--- src/rtl/adder_seq_pkg.sv ---
// rtl/adder_seq_pkg.sv - FSM state type and encodings for the sequential slice adder
package adder_seq_pkg;

    localparam logic [1:0] ST_IDLE = 2'd0;
    localparam logic [1:0] ST_RUN  = 2'd1;
    localparam logic [1:0] ST_DONE = 2'd2;

    typedef enum logic [1:0] {
        IDLE = ST_IDLE,
        RUN  = ST_RUN,
        DONE = ST_DONE
    } state_t;

endpackage

--- src/rtl/adder_rc.sv ---
// rtl/adder_rc.sv - N-bit ripple-carry adder slice shared by the sequencer
module adder_rc #(
    parameter int N = 4
) (
    input  logic [N-1:0] a,
    input  logic [N-1:0] b,
    input  logic         ci,
    output logic [N-1:0] s,
    output logic         co
);

    always_comb begin
        logic carry;
        carry = ci;
        s     = '0;
        for (int i = 0; i < N; i++) begin
            s[i]  = a[i] ^ b[i] ^ carry;
            carry = (a[i] & b[i]) | (carry & (a[i] ^ b[i]));
        end
        co = carry;
    end

endmodule

--- src/rtl/adder_seq_ctrl.sv ---
// rtl/adder_seq_ctrl.sv - W=N*M bit adder time-sharing one N-bit slice over M cycles
// Optional ADDER_SEQ_SUB_EN adds a sub input selecting a - b.
module adder_seq_ctrl
    import adder_seq_pkg::*;
#(
    parameter int N = 4,
    parameter int M = 4,
    localparam int W = N * M
) (
    input  logic         clock,
    input  logic         reset,
`ifdef ADDER_SEQ_SUB_EN
    input  logic         sub,
`endif
    input  logic         start,
    input  logic [W-1:0] a,
    input  logic [W-1:0] b,
    input  logic         ci,
    output logic         busy,
    output logic         done,
    output logic [W-1:0] s,
    output logic         co
);

    localparam int KW = $clog2(M);
    localparam logic [KW-1:0] K_LAST = KW'(M - 1);

    state_t        state_q, state_d;
    logic [W-1:0]  a_q, a_d;
    logic [W-1:0]  b_q, b_d;
    logic [W-N-1:0] r_q, r_d;
    logic          carry_q, carry_d;
    logic [KW-1:0] k_q, k_d;
    logic [W-1:0]  s_q, s_d;
    logic          co_q, co_d;

    logic [N-1:0]  slice_s;
    logic          slice_co;
    logic [W-1:0]  b_load;
    logic          c_load;
    logic [W-1:0]  r_full;

    adder_rc #(.N(N)) u_slice (
        .a  (a_q[N-1:0]),
        .b  (b_q[N-1:0]),
        .ci (carry_q),
        .s  (slice_s),
        .co (slice_co)
    );

    // Subtraction is a + ~b + 1, so it reuses the add path with a forced carry-in.
    always_comb begin
`ifdef ADDER_SEQ_SUB_EN
        b_load = sub ? ~b : b;
        c_load = sub ? 1'b1 : ci;
`else
        b_load = b;
        c_load = ci;
`endif
    end

    assign r_full = {slice_s, r_q};

    always_comb begin
        state_d = state_q;
        a_d     = a_q;
        b_d     = b_q;
        r_d     = r_q;
        carry_d = carry_q;
        k_d     = k_q;
        s_d     = s_q;
        co_d    = co_q;
        case (state_q)
            IDLE, DONE: begin
                state_d = IDLE;
                if (start) begin
                    state_d = RUN;
                    a_d     = a;
                    b_d     = b_load;
                    carry_d = c_load;
                    k_d     = '0;
                end
            end
            RUN: begin
                // Slices enter at the top; after M shifts slice 0 sits at bit 0.
                r_d     = r_full[W-1:N];
                a_d     = a_q >> N;
                b_d     = b_q >> N;
                carry_d = slice_co;
                k_d     = k_q + 1'b1;
                if (k_q == K_LAST) begin
                    state_d = DONE;
                    s_d     = r_full;
                    co_d    = slice_co;
                    k_d     = '0;
                end
            end
            default: state_d = IDLE;
        endcase
    end

    always_ff @(posedge clock or posedge reset) begin
        if (reset) begin
            state_q <= IDLE;
            a_q     <= '0;
            b_q     <= '0;
            r_q     <= '0;
            carry_q <= 1'b0;
            k_q     <= '0;
            s_q     <= '0;
            co_q    <= 1'b0;
        end else begin
            state_q <= state_d;
            a_q     <= a_d;
            b_q     <= b_d;
            r_q     <= r_d;
            carry_q <= carry_d;
            k_q     <= k_d;
            s_q     <= s_d;
            co_q    <= co_d;
        end
    end

    assign busy = (state_q == RUN);
    assign done = (state_q == DONE);
    assign s    = s_q;
    assign co   = co_q;

endmodule

--- config.mk ---
export PLATFORM = sky130hd
export DESIGN_NAME = adder_seq_ctrl
export DESIGN_NICKNAME = d
export VERILOG_FILES = /design/src/rtl/adder_seq_pkg.sv /design/src/rtl/adder_rc.sv /design/src/rtl/adder_seq_ctrl.sv
export SDC_FILE = /design/constraint.sdc
export NUM_CORES = 1
export LEC_CHECK = 0
export BUFFER_PORTS_ARGS = -buffer_cell sky130_fd_sc_hd__buf_2
export CORE_ASPECT_RATIO = 0.75
export CORE_MARGIN = 1.5
export CORE_UTILIZATION = 55
export CTS_BUF_LIST = sky130_fd_sc_hd__clkbuf_4 sky130_fd_sc_hd__clkbuf_8 sky130_fd_sc_hd__clkbuf_16
export DETAILED_ROUTE_END_ITERATION = 16
export GPL_TIMING_DRIVEN = 0
export PLACE_DENSITY = 0.89
export SLEW_MARGIN = 30
export SYNTH_ARGS = -nofsm -noshare
export SYNTH_HDL_FRONTEND = slang
export SYNTH_SLANG_ARGS = --single-unit
--- constraint.sdc ---
create_clock -name clock -period 6.35 [get_ports clock]
set_input_delay 0.3175 -clock clock [delete_from_list [all_inputs] [get_ports clock]]
set_output_delay 0.3175 -clock clock [all_outputs]
set_load 0.005 [all_outputs]
### Yosys cells after proc, flatten, opt, wreduce, memory -nomap -nowiden

Index checks and enable logic that the tools add are counted.

| cells by class | value |
|---|---|
| $add $sub $neg | 1 |
| equality and inequality tests | 5 |
| muxes and demuxes | 12 |
| bitwise gates (word level) | 20 |
| reduce and logical (&&, ||, !) cells | 5 |

Operator list:

| kind | number |
|---|---|
| $pmux 16 s2 | 2 |
| $mux 16 | 2 |
| $and 1x1->1 | 8 |
| $pmux 2 s2 | 2 |
| $xor 1x1->1 | 8 |
| $mux 2 | 3 |
| $eq 2x2->1 const B | 2 |
| $or 1x1->1 | 4 |
| $reduce_and 2->1 | 2 |
| $add 2x1->2 const B | 1 |
| $eq 2x1->1 const B | 1 |
| $logic_not 2->1 | 1 |
| $mux 1 | 2 |
| $ne 2x1->1 const B | 1 |
| $ne 2x2->1 const B | 1 |
| $pmux 1 s2 | 1 |
| $reduce_bool 2->1 | 1 |
| $reduce_or 2->1 | 1 |

| storage, ports and cells | value |
|---|---|
| register bits after elaboration | 66 |
| input bits | 36 |
| output and inout port bits | 19 |
| word-level logic and storage cells | 51 |

### Longest topological paths before layout

| depth | value |
|---|---|
| word-level depth | 10 |
| mapped depth | 9 |
| mapped depth without buffers | 9 |

### By module

A second synthesis with hierarchy kept.

| unflattened totals | value |
|---|---|
| cells, all modules | 236 |
| area, all modules | 3244.4 um^2 |

By module, submodules not included:

| module | instances | cells an instance | area each (um^2) | seq. area each (um^2) |
|---|---|---|---|---|
| adder_seq_ctrl | 1 | 222 | 3126.7 | 1651.6 |
| adder_rc | 1 | 14 | 117.6 | 0.0 |

### Least setup slack after synthesis

OpenSTA, ideal clock, no wires.

| path | value |
|---|---|
| kind | register -> register |
| from | register a_q[0] |
| to | register r_q[11] |
| setup time | 0.083 ns |
| arrival time | 1.997 ns |
| data required time | 6.267 ns |
| setup slack | 4.270 ns |
| cell stages (with the launch flop) | 9 |
| path buffers | 0 |
| clock period less this slack | 2.080 ns |
| cell sequence | dfrtp_1 -> fa_1 -> inv_1 -> fa_1 -> inv_1 -> fa_1 -> inv_1 -> fa_1 -> o21ai_0 |

| between the ends | value |
|---|---|
| word-level cells in the longest chain between the ends | 8 |
| elaborated cells on any way between the ends | 9 |
| those cells by class | bitwise: 9 |

RTL lines:

| item | line | source |
|---|---|---|
| from (decl) | adder_seq_ctrl.sv:29 | `logic [W-1:0] a_q, a_d;` |
| from (signal assigned) | adder_seq_ctrl.sv:105 | `a_q <= '0;` |
| from (signal assigned) | adder_seq_ctrl.sv:114 | `a_q <= a_d;` |
| $xor 1x1->1 | adder_rc.sv:18 | `carry = (a[i] & b[i]) \| (carry & (a[i] ^ b[i]));` |
| $and 1x1->1 | adder_rc.sv:18 |  |
| $or 1x1->1 (*) | adder_rc.sv:18 |  |
| $and 1x1->1 (*) | adder_rc.sv:18 |  |
| $or 1x1->1 (*) | adder_rc.sv:18 |  |
| $and 1x1->1 (*) | adder_rc.sv:18 |  |
| $or 1x1->1 (*) | adder_rc.sv:18 |  |
| $xor 1x1->1 (*) | adder_rc.sv:17 | `s[i] = a[i] ^ b[i] ^ carry;` |
| to (signal assigned) | adder_seq_ctrl.sv:116 | `r_q <= r_d;` |
| to (decl) | adder_seq_ctrl.sv:31 | `logic [W-N-1:0] r_q, r_d;` |

Mark *: on every way between the ends. The rest lies on a longest branch, timed or not.
A chain may end at the register's enable or synchronous reset.

### Worst setup path after layout

| path | value |
|---|---|
| from | register b_q[0] |
| to | register r_q[11] |

| between the ends | value |
|---|---|
| word-level cells in the longest chain between the ends | 8 |
| elaborated cells on any way between the ends | 9 |
| those cells by class | bitwise: 9 |

RTL lines:

| item | line | source |
|---|---|---|
| from (decl) | adder_seq_ctrl.sv:30 | `logic [W-1:0] b_q, b_d;` |
| from (signal assigned) | adder_seq_ctrl.sv:106 | `b_q <= '0;` |
| from (signal assigned) | adder_seq_ctrl.sv:115 | `b_q <= b_d;` |
| $xor 1x1->1 | adder_rc.sv:18 |  |
| $and 1x1->1 | adder_rc.sv:18 |  |
| $or 1x1->1 (*) | adder_rc.sv:18 |  |
| $and 1x1->1 (*) | adder_rc.sv:18 |  |
| $or 1x1->1 (*) | adder_rc.sv:18 |  |
| $and 1x1->1 (*) | adder_rc.sv:18 |  |
| $or 1x1->1 (*) | adder_rc.sv:18 |  |
| $xor 1x1->1 (*) | adder_rc.sv:17 |  |

Marks and branches as above.

==> out/qor.yml <==
status:
  status: "complete, but fails checks"
  violations: "DRC"
critical_path:
  crit_top_cell: "fa_1"
  critPathArrivalTime_ns: 2.51
  cp_slowest_cell: "dfrtp_1"
  endpoint_kind: "register"
  crit_required_ns: 6.62
  crit_chain: "fa_1 -> inv_1 -> fa_1 -> inv_1 -> fa_1 -> inv_1 -> fa_1 -> o21ai_0"
  startpoint_type: "register"
  critPathMaxFanout: 3
  max_stage_delay_ns: 0.44
  criticalPathCategory: "register to register"
layout:
  regArea_um2: 1650
  drive_above_1_share: 0.312
  multi_input_area_um2: 1030
  final_core_util: 0.701
  syn_to_final_growth_pct: 22.0
  num_antenna_cells: 0
  fillCellCount: 355
  nets: 363
  final_cell_mix: "buf_2 (66), dfrtp_1 (66), nand2_1 (39)"
die:
  die_x_um: 85.6
  fp.coreArea_um2: 4900
  die_height_um: 64.9
  start_util: 0.574
  io_pins: 55
  rows: 22
  dieArea_um2: 5560
detailed_routing:
  drt_first_pass_iters: 10
  vias_per_cell: 5.86
  drt-total-wl_um: 6470
  first_iter_violations: 154
  final_antenna_net_count: 0
  num_vias: 2266
  wire_per_inst_um: 16.7
  remaining_drc_errors: 2
sta:
  maxSlewViolCount: 0
  whs_ns: 0.190
  period_minus_slack_ns: 2.24
  skew_ns: 0.00886
  max_freq_ghz: 0.446
  setup-tns-final_ns: 0
  final.setup.worst_slack_ns: 4.11
  setup_viol_count_final: 0
  timing.final.crit_share: 0.353
  worst_pin_slew_ns: 0.473
  maxSlewHeadroom: 0.685
  rsz0062_at_grt: "false"
  hold_viol_final: 0
pwr:
  peakVddDrop_mv: 0.255
  pwr_density_cell_nw_per_um2: 559
  p_leak_nw: 1.71
  comb_power_share: 0.392
  switching_share: 0.369
  p_int_mw: 1.21
  net-switching-power_uw: 708
  power_frac_clock: 0.221
  p_seq_frac: 0.387
grt:
  grt_pass1_vias: 2280
  antenna_found_initial: 0
  grt_max_degree: 37
  overflow: 0
  grt.total_usage: 0.267
  grt_pass1_wl_um: 11000
placement:
  dp_slack_ns: 4.14
  portBuffers: 54
  gp_congestion: 0.835
  dpl.hpwl_um: 4450
clocking:
  cts_sinks: 66
  numCtsBuffers: 9
  tritoncts: "done"
  h-tree-depth: 3
  clk_latency_ns: 0.35
  path_clk_slew_ns: 0.08
  cts_root_buffer: "clkbuf_8"
  clock_path_buffers: 2
synth:
  avgSynthCellArea_um2: 11.0
  synth-seq-cells: 66
  yosys_warnings: 0
  synth_cells: 255
  syn-num-nets: 296
  netlist_area_um2: 2810
  yosysUniqueCellTypes: 29
  ys_seq_area_frac: 0.587
worst_hold_path:
  hold_path.class: "input pin to register"
run:
  max_cap_violations: 0
[power groups by stage]
stage               registers [mW]  logic [mW]  clock network, mW
floorplan                    0.720       0.517                  0
CTS                          0.741       0.752              0.430
global placement             0.736       0.702                  0
detailed placement           0.745       0.739                  0
global route                 0.767       0.843              0.445
finish                       0.742       0.752              0.425
[final timing paths]
| kind | start | endpoint | slack, ns | depth (start not counted) |
|---|---|---|---|---|
| min in group asynchronous | reset | a_q[9]$_DFFE_PP0P_ | 0.51 | 3 |
| max in group asynchronous | reset | b_q[15]$_DFFE_PP0P_ | 5.32 | 4 |
| max reg2reg | b_q[0]$_DFFE_PP0P_ | r_q[11]$_DFFE_PP0P_ | 4.11 | 8 |
| max | b_q[0]$_DFFE_PP0P_ | r_q[11]$_DFFE_PP0P_ | 4.11 | 8 |
| min | a[10] | a_q[10]$_DFFE_PP0P_ | 0.19 | 3 |
| min reg2reg | r_q[2]$_DFFE_PP0P_ | r_q[2]$_DFFE_PP0P_ | 0.48 | 2 |
[cell type report]
| class | instances | share of cell area |
|---|---|---|
| clock inverter | 7 | 0.0343 |
| timing repair buffer | 56 | 0.0875 |
| multi-input combinational | 162 | 0.301 |
| tap | 60 | 0.0219 |
| buffer | 17 | 0.0262 |
| sequential | 66 | 0.481 |
| clock buffer | 9 | 0.0361 |
| inverter | 10 | 0.0117 |
[per-layer routing]
| metal | vias to the layer above | share of wire | track usage |
|---|---|---|---|
| li1 | 1017 | - | - |
| met1 | 1109 | 0.44 | 0.359 |
| met3 | 21 | 0.067 | 0.0637 |
| met4 | 0 | 0.027 | 0.123 |
| met5 | - | 0 | 0 |
| met2 | 119 | 0.47 | 0.416 |
[state kept, by name (all words and copies together) (netlist names)]
register,flops
s,16
state_q,2
b_q,16
k_q,2
r_q,12
carry_q,1
co,1
a_q,16
[repair_timing]
item | CTS | global route
endpoints found under the hold margin | 30 | 0
setup buffers | 0 | 0
hold buffers | 1 | 0
resized for setup | 0 | 0
[cell usage after synthesis]
cell type / number / area, µm²
nor2_1: 14 / 52.6
nand3b_1: 1 / 7.51
a221o_1: 2 / 20.0
mux2_2: 14 / 158
buf_2: 12 / 60.1
nor2b_1: 5 / 31.3
buf_4: 1 / 7.51
nor3_1: 14 / 70.1
buf_6: 1 / 11.3
a22oi_1: 4 / 30.0
dfrtp_1: 66 / 1650
o21ai_0: 11 / 55.1
and2b_1: 1 / 7.51
nor2_4: 1 / 11.3
inv_2: 1 / 3.75
o22ai_1: 15 / 93.8
a22o_1: 4 / 35.0
mux2i_1: 9 / 90.1
clkbuf_1: 3 / 11.3
nand2b_1: 2 / 12.5
and3b_1: 1 / 8.76
nand3_1: 9 / 45.0
nand2_1: 39 / 146
fa_1: 4 / 80.1
a21o_1: 1 / 7.51
inv_1: 9 / 33.8
ha_1: 1 / 12.5
a21oi_1: 6 / 30.0
a211oi_1: 4 / 30.0
[kinds of logic after synthesis]
family                     share of synthesized area
muxes                                         0.0880
buffers and inverters                         0.0454
adders and majority gates                     0.0329
AOI/OAI and AO/OA                              0.107
DFF                                            0.587
and+or+nand+nor                                0.140
[worst max-delay path: cells and delay by family, from the launching register on]
| family | cells | cell delay (ns) |
|---|---|---|
| AOI/OAI and AO/OA | 1 | 0.17 |
| adders and majority gates | 4 | 1.34 |
| buffers and inverters | 3 | 0.21 |
| DFF | 1 | 0.44 |
[per-stage QoR]
| stage | std cells | cell area, µm² | total power, mW |
|---|---|---|---|
| 6_report | 387 | 3430 | 1.92 |
| 4_1_cts | 387 | 3430 | 1.92 |
| 3_3_place_gp | 369 | 3160 | 1.44 |
| 2_1_floorplan | 255 | 2810 | 1.24 |
| 3_5_place_dp | 370 | 3180 | 1.48 |
| 5_1_grt | 387 | 3430 | 2.06 |
Note: power is estimated with default switching activity, not from simulation.
